[src/rtl/div_pkg.sv]
// Shared definitions for the sequential unsigned divider.
//   DIV_WIDTH    default operand/result width
//   div_state_e  FSM state encodings, visible to benches for state checks
package div_pkg;

    localparam int unsigned DIV_WIDTH = 32;

    typedef enum logic [1:0] {
        DIV_IDLE = 2'd0,
        DIV_RUN  = 2'd1,
        DIV_DONE = 2'd2
    } div_state_e;

endpackage

[src/rtl/div_step.sv]
// One restoring-division iteration (purely combinational).
//   rem_in / quo_in   current partial remainder R and quotient register Q
//   divisor           denominator
//   rem_out / quo_out {R,Q} after shift, trial subtract and restore select
// R is held in WIDTH bits: after every step R < divisor, so the extra bit of
// the WIDTH+1-bit partial remainder only ever exists transiently after the
// shift, where it takes part in the WIDTH+1-bit trial subtraction.
module div_step
    import div_pkg::*;
#(
    parameter int unsigned WIDTH = DIV_WIDTH
) (
    input  logic [WIDTH-1:0] rem_in,
    input  logic [WIDTH-1:0] quo_in,
    input  logic [WIDTH-1:0] divisor,
    output logic [WIDTH-1:0] rem_out,
    output logic [WIDTH-1:0] quo_out
);

    logic [WIDTH:0] shifted_rem;
    logic [WIDTH:0] trial;

    always_comb begin
        // Left shift of {R,Q}: Q's MSB moves into R's LSB.
        shifted_rem = {rem_in, quo_in[WIDTH-1]};
        trial       = shifted_rem - {1'b0, divisor};
        if (!trial[WIDTH]) begin
            rem_out = trial[WIDTH-1:0];
            quo_out = {quo_in[WIDTH-2:0], 1'b1};
        end else begin
            // Restore: the shifted remainder is below divisor, so its MSB is 0.
            rem_out = shifted_rem[WIDTH-1:0];
            quo_out = {quo_in[WIDTH-2:0], 1'b0};
        end
    end

endmodule

[src/rtl/div_unit_seq.sv]
// Sequential unsigned restoring divider, one quotient bit per clock.
//   clk, reset_n      clock, asynchronous active-low reset
//   start             request, accepted only in IDLE
//   dividend/divisor  operands, captured when start is accepted
//   busy              high in RUN and DONE
//   done              one-cycle pulse, results valid from this cycle
//   quotient/remainder results, held until the next operation completes
//   div_by_zero       set with done when the captured divisor was 0
module div_unit_seq
    import div_pkg::*;
#(
    parameter int unsigned WIDTH = DIV_WIDTH
) (
    input  logic             clk,
    input  logic             reset_n,
    input  logic             start,
    input  logic [WIDTH-1:0] dividend,
    input  logic [WIDTH-1:0] divisor,
    output logic             busy,
    output logic             done,
    output logic [WIDTH-1:0] quotient,
    output logic [WIDTH-1:0] remainder,
    output logic             div_by_zero
);

    localparam int unsigned CntW = $clog2(WIDTH);

    div_state_e state_q, state_d;

    logic [CntW-1:0]  count_q;
    logic [WIDTH-1:0] rem_q;
    logic [WIDTH-1:0] quo_q;
    logic [WIDTH-1:0] divisor_q;
    logic [WIDTH-1:0] quotient_q;
    logic [WIDTH-1:0] remainder_q;
    logic             div_by_zero_q;

    logic [WIDTH-1:0] rem_next;
    logic [WIDTH-1:0] quo_next;

    div_step #(
        .WIDTH (WIDTH)
    ) u_step (
        .rem_in  (rem_q),
        .quo_in  (quo_q),
        .divisor (divisor_q),
        .rem_out (rem_next),
        .quo_out (quo_next)
    );

    // State register.
    always_ff @(posedge clk or negedge reset_n) begin
        if (!reset_n) begin
            state_q <= DIV_IDLE;
        end else begin
            state_q <= state_d;
        end
    end

    // Next-state logic.
    always_comb begin
        state_d = state_q;
        unique case (state_q)
            DIV_IDLE: begin
                if (start) begin
                    state_d = (divisor == '0) ? DIV_DONE : DIV_RUN;
                end
            end
            DIV_RUN: begin
                if (count_q == '0) begin
                    state_d = DIV_DONE;
                end
            end
            DIV_DONE: state_d = DIV_IDLE;
            default:  state_d = DIV_IDLE;
        endcase
    end

    // Outputs decoded from registered state only.
    always_comb begin
        busy = (state_q != DIV_IDLE);
        done = (state_q == DIV_DONE);
    end

    // Datapath: operand capture, iteration and result registers.
    always_ff @(posedge clk or negedge reset_n) begin
        if (!reset_n) begin
            count_q       <= '0;
            rem_q         <= '0;
            quo_q         <= '0;
            divisor_q     <= '0;
            quotient_q    <= '0;
            remainder_q   <= '0;
            div_by_zero_q <= 1'b0;
        end else begin
            unique case (state_q)
                DIV_IDLE: begin
                    if (start) begin
                        if (divisor == '0) begin
                            quotient_q    <= '1;
                            remainder_q   <= dividend;
                            div_by_zero_q <= 1'b1;
                        end else begin
                            divisor_q     <= divisor;
                            rem_q         <= '0;
                            quo_q         <= dividend;
                            count_q       <= CntW'(WIDTH - 1);
                            div_by_zero_q <= 1'b0;
                        end
                    end
                end
                DIV_RUN: begin
                    rem_q <= rem_next;
                    quo_q <= quo_next;
                    if (count_q == '0) begin
                        // Results land on entry to DONE.
                        quotient_q  <= quo_next;
                        remainder_q <= rem_next;
                    end else begin
                        count_q <= count_q - 1'b1;
                    end
                end
                default: ;
            endcase
        end
    end

    assign quotient    = quotient_q;
    assign remainder   = remainder_q;
    assign div_by_zero = div_by_zero_q;

endmodule

[config.mk]
export PLATFORM = sky130hd
export DESIGN_NAME = div_unit_seq
export DESIGN_NICKNAME = d
export VERILOG_FILES = /design/src/rtl/div_pkg.sv /design/src/rtl/div_step.sv /design/src/rtl/div_unit_seq.sv
export SDC_FILE = /design/constraint.sdc
export NUM_CORES = 1
export LEC_CHECK = 0
export CAP_MARGIN = 40
export CORE_AREA = 2 2 172 123
export DETAILED_ROUTE_END_ITERATION = 16
export DIE_AREA = 0 0 174 125
export GPL_TIMING_DRIVEN = 0
export PLACE_DENSITY = 0.66
export RECOVER_POWER = 25
export SYNTH_ARGS = -nofsm -noshare
export SYNTH_HDL_FRONTEND = slang
export SYNTH_SLANG_ARGS = --single-unit
[constraint.sdc]
create_clock -name clk -period 4.25 [get_ports clk]
set_input_delay 1.275 -clock clk [delete_from_list [all_inputs] [get_ports clk]]
set_output_delay 1.275 -clock clk [all_outputs]
set_load 0.02 [all_outputs]
=== Word-level counts from Yosys, hierarchy flattened ===
Index checks and enable logic that the tools add are counted.

* Bits in registers: 168
* Input bits: 67
* Output and inout port bits: 67

* Add/subtract/negate cells: 2
* Equal/unequal tests: 7
* Mux-type cells: 25
* Bitwise operators: 1
* Reductions and logical operators: 11

{| class="wikitable"
|+ Operators with widths
! cell !! number
|-
| 32-bit two-way mux || 11
|-
| 32-bit one-hot mux with 2 select lines || 4
|-
| 33-bit by 32-bit subtractor with 33-bit output || 1
|-
| 32-bit zero test || 1
|-
| 5-bit two-way mux || 3
|-
| 2-bit != test, second input constant || 5
|-
| 5-bit one-hot mux with 2 select lines || 1
|-
| 4-bit AND reduction || 2
|-
| 2-bit two-way mux || 3
|-
| 3-bit AND reduction || 2
|-
| 5-bit zero test || 1
|-
| 5-bit by 1-bit subtractor with 5-bit output, second input constant || 1
|-
| 2-bit one-hot mux with 2 select lines || 1
|-
| 2-bit AND reduction || 2
|-
| 2-bit nonzero test || 2
|-
| 2-bit by 1-bit equality test with 1-bit output, second input constant || 1
|-
| 2-bit equality test, second input constant || 1
|-
| 2-bit zero test || 1
|-
| 1-bit two-way mux || 2
|-
| 1-bit NOT || 1
|}

=== Longest topological paths before layout ===
Gate-level depths: netlist of run 1.

* Word-level depth: 4
* Depth in mapped cells: 14
* Depth with buffers taken out: 13

=== Modules after synthesis ===
A second synthesis of run 1 with hierarchy kept.

* Cell total of the unflattened synthesis: 890
* Area, all modules: 9365.2 µm²

{| class="wikitable"
|+ By module, submodules not included
! module !! times used !! cells each !! area each (µm²) !! seq. area each (µm²)
|-
| div_unit_seq || 1 || 550 || 6815.3 || 4204.0
|-
| div_step || 1 || 340 || 2549.9 || 0.0
|}

=== Worst setup path after synthesis of run 1 ===
No wires, ideal clock.

* Path type: input to register
* From: in divisor[24]
* To: reg divisor_q[10]
* Library setup time: 0.125 ns
* Arrival time: 3.046 ns
* Data required time: 4.125 ns
* Setup slack: 1.079 ns
* Stages: 7
* Buffers on the path: 2
* Cells stage by stage: nor4_1 -> nand4_1 -> o21ai_0 -> or2_2 -> clkbuf_1 -> clkbuf_1 -> mux2_2

* Longest elaborated chain between the ends: 3

{| class="wikitable"
|+ RTL lines
! item !! line !! source
|-
| from (decl) || div_unit_seq.sv:18 || <nowiki>input logic [WIDTH-1:0] divisor,</nowiki>
|-
| 32-bit zero test || div_unit_seq.sv:99 || <nowiki>if (divisor == '0) begin</nowiki>
|-
| 1-bit NOT (no line) || n/a ||
|-
| 3-bit AND reduction (no line) || n/a ||
|-
| to (signal assigned) || div_unit_seq.sv:104 || <nowiki>divisor_q <= divisor;</nowiki>
|-
| to (decl) || div_unit_seq.sv:33 || <nowiki>logic [WIDTH-1:0] divisor_q;</nowiki>
|}

No other way between the ends.
A chain may end at the register's enable or synchronous reset.

=== Worst setup path after layout of run 1 ===
* From: in divisor[16]
* To: reg remainder_q[22], in the netlist remainder[22]

* Longest elaborated chain between the ends: 3

{| class="wikitable"
|+ RTL lines
! item !! line !! source
|-
| 32-bit zero test || div_unit_seq.sv:99 ||
|-
| 2-bit != test (no line) || n/a ||
|-
| 4-bit AND reduction (no line) || n/a ||
|-
| to (signal assigned) || div_unit_seq.sv:101 || <nowiki>remainder_q <= dividend;</nowiki>
|-
| to (signal assigned) || div_unit_seq.sv:118 || <nowiki>remainder_q <= rem_next;</nowiki>
|-
| to (decl) || div_unit_seq.sv:35 || <nowiki>logic [WIDTH-1:0] remainder_q;</nowiki>
|}

No other way between the ends.

==> results of run 1 <==
flip-flops by register name, summed over array words and instances (netlist names):
name,count
divisor_q,32
quo_q,32
quotient,32
rem_q,32
remainder,32
count_q,5
state_q,2
div_by_zero,1
Yosys cell counts (3+ instances only):
cell,number
and3_1,9
nand2_1,209
or3_1,5
buf_1,3
mux2i_1,9
nor2b_1,5
o21ai_1,4
a21oi_1,45
ha_1,34
o211ai_1,18
nand4_1,8
a211oi_1,4
mux2_2,34
dfrtp_1,168
xnor2_1,22
xor2_1,9
nand2b_1,5
a32oi_1,3
inv_1,46
o21ai_0,58
a21boi_0,3
nor3_1,7
o31ai_1,3
clkbuf_1,46
and2_1,4
a31oi_1,54
nor2_1,72
o22a_1,8
nand3_1,13
a21o_1,19
o21a_1,14
buf_2,5
nor4_1,9
per-stage QoR:
step	area, um2	utilization	setup TNS, ns
floorplan	8942	-	0
global placement	10620	0.5241	-910.72
detailed placement	10650	0.5258	-42.56
CTS	11240	0.5549	0
global route	11220	0.5539	0
finish	11220	0.5539	0
layout make-up:
class                      instances  share of cell area
inverter                          46             0.01539
sequential                       168              0.3746
multi-input combinational        715              0.3876
buffer                            54             0.01973
timing repair buffer             135              0.1195
clock buffer                      17             0.03791
clock inverter                    15             0.01449
tap                              276             0.03077
tightest hold or removal path, delay by kind of cell (launching register included):
kind / cells / cell delay [ns]
flip-flops: 1 / 0.34
AND/OR/NAND/NOR: 2 / 0.10
kinds of logic (layout without fill, tap and decap cells):
group / Yosys count / count (layout) / synth area share
flip-flops: 168 / 168 / 0.4701
buffers and inverters: 101 / 267 / 0.04352
XOR/XNOR: 33 / 33 / 0.03400
AND/OR/NAND/NOR: 351 / 351 / 0.1648
AO/OA/AOI/OAI: 253 / 253 / 0.1848
adder cells (fa/ha/maj): 35 / 35 / 0.04981
multiplexers: 43 / 43 / 0.05289
routing by layer:
layer / part of all wire / wire length (um)
met5: 0 / 0
met4: 0.013 / 344
met3: 0.077 / 2081
met2: 0.43 / 11480
met1: 0.48 / 12980
path summary, 6_finish.rpt:
| path | endpoint |
|---|---|
| min in group asynchronous | divisor_q[0] |
| setup / recovery | remainder[22] |
| max in group asynchronous | rem_q[29] |
| hold reg to reg | quotient[1] |
| hold / removal | quotient[1] |
| setup reg to reg | remainder[22] |
what timing repair did:
item                       CTS  global route
setup buffers                0             1
setup endpoints to repair   53            49
hold buffers                 0             0
gates resized for setup      5             4
pin swaps                    0             1
==> impl_results.md, run 1 <==
- Outcome: finished with violations
- Violated checks: max-capacitance violations, max-slew violations
- Die width: 174 um
- Max-slew violations: 69
- Critical Path RT: 4.58 ns
- CP top delay family: buffers and inverters
- CP Cell Sequence: clkdlybuf4s50_1, nor4_1, nand4_1, nor2_1, a31o_2, nand2b_1, clkbuf_1, inv_1, clkbuf_2, buf_2, o211ai_1, o21a_1
- Htree depth: 4
- Clock Latency Late Sink: 0.44 ns
- FILL cells: 1921
- Total gr overflow: 0
- Port bufs: 133
- Cell count after synthesis: 984
- Post-synthesis sequential area ratio: 0.4701
- Largest net degree at the start of global routing: 102
- Period utilization: 0.9509
- RSZ-0062 raised after global routing: no
- Top cell type's share of synthesized area: 0.4701
- R2R setup slack: 0.42 ns
- #FFs+latches synth: 168
- Most frequent cells in the layout: nand2_1 (209), dfrtp_1 (168), clkdlybuf4s50_1 (132)
- Distinct cells, synth: 58
- DRT antenna net count: 0
- Highest Clock Rate: 0.2474 GHz
- Fin cells: 1426
- Mean Syn Cell Area: 9.088 um2
- Slew headroom: -0.1326
- Final setup skew: 0.01255 ns
- Row count: 44
- Synth top area cells: dfrtp_1 (47%), nand2_1 (8.8%), ha_1 (4.8%)
- HPWL Detailed: 20670 um
- Drt drc: 0
- Initial DRC count: 770
- Hold Crit Start: quotient[1]
- Clock sinks: 168
- CP peak stage delay: 0.58 ns
- 1st-pass router iterations: 5
- Net count after synthesis: 1086
- CTS Root Cell: clkbuf_16
- Post-route setup slack: 0.2085 ns
- Count of buffer and inverter cells on the critical path: 5
- CTS tree: built
- Placed cells: 1394
- Slowest CP cell: nor4_1
- Grt met3 use: 0.06539
- Layout cells sized above 1: 0.08522
- Max Cap Viol: 1
- Final Hold Viols: 0
- Via-to-Cell Ratio: 5.565
- GR Util All Layers: 0.2552
- Avg WL per Cell: 18.85 um
- Endpoint type of the worst setup path: register
- Longest Clk Path Bufs: 2
- YS warnings: 0
- Critical R2R Launch: quo_q[31]
- Dominant synthesized flop cell: dfrtp_1
- CTS buffer count: 17
- Clk pin slew, worst setup/hold paths: 0.07 ns
- Most common cell after layout, fill and taps aside: nand2_1
- WHS: 0.4671 ns
- DRT Wirelength: 26880 um
- Worst r2r path cells: 14
- Initial core utilization: 0.4414
- Synth area leader: dfrtp_1
- Core area: 20260 um2
- Final Setup Violations: 0
- Antenna diodes: 0
- GRT met2 Usage: 0.3696
- WP depth: 12
- Area of the multi-input gates: 4349 um2
- Hold path depth: 2
- Pre-CTS setup slack: -0.7540 ns
- Area grow syn2layout: 25.49%
- Setup CP Type: primary input to register
- Count of flip-flops with a built-in enable after synthesis: 0
- Global-route wire length before repair: 43150 um
- Vias in the first global route: 7747
- Initial antenna violation count: 0
- Register area: 4204 um2
- Ys async rst share: 1.000
- CP Launch Type: primary input
- Die H: 125 um
- Worst-path maximum fanout: 10
- Post-route minimum period: 4.042 ns
- Cell area after synthesis: 8942 um2
- Critical Path Start: divisor[16]
- GRT met1 Usage: 0.3827
- Die Footprint: 21750 um2
- Hold Crit Class: register to register
- Routability cong.: 0.8693
- Nets: 1239
- Arrival time at the worst endpoint: 4.37 ns
- Routed vias: 7936
- Tightest Pin Transition: 1.699 ns
- Count of boundary I/O pins: 134
- Layer carrying the most global-route usage: met1
Power of run 1 is left out: the tool's default activity adds up to more than one toggle a clock period on the data nets, which glitch-free logic cannot reach.
==> run 2, diff against run 1 <==
--- a/config.mk
+++ b/config.mk
@@ -5,6 +5,7 @@
 export SDC_FILE = /design/constraint.sdc
 export NUM_CORES = 1
 export LEC_CHECK = 0
+export ABC_CLOCK_PERIOD_IN_PS = 4250
 export CAP_MARGIN = 40
 export CORE_AREA = 2 2 172 123
 export DETAILED_ROUTE_END_ITERATION = 16
==> results of run 2 <==
Same layout as run 1: the final DEF is identical, and so are final timing and power.
Power of run 2 is left out for the same reason.
==> run 3, diff against run 2 <==
--- a/config.mk
+++ b/config.mk
@@ -8,6 +8,7 @@
 export ABC_CLOCK_PERIOD_IN_PS = 4250
 export CAP_MARGIN = 40
 export CORE_AREA = 2 2 172 123
+export CTS_CLUSTER_DIAMETER = 200
 export DETAILED_ROUTE_END_ITERATION = 16
 export DIE_AREA = 0 0 174 125
 export GPL_TIMING_DRIVEN = 0
==> results of run 3 <==
Same layout as run 1: the final DEF is identical, and so are final timing and power.
Power of run 3 is left out for the same reason.
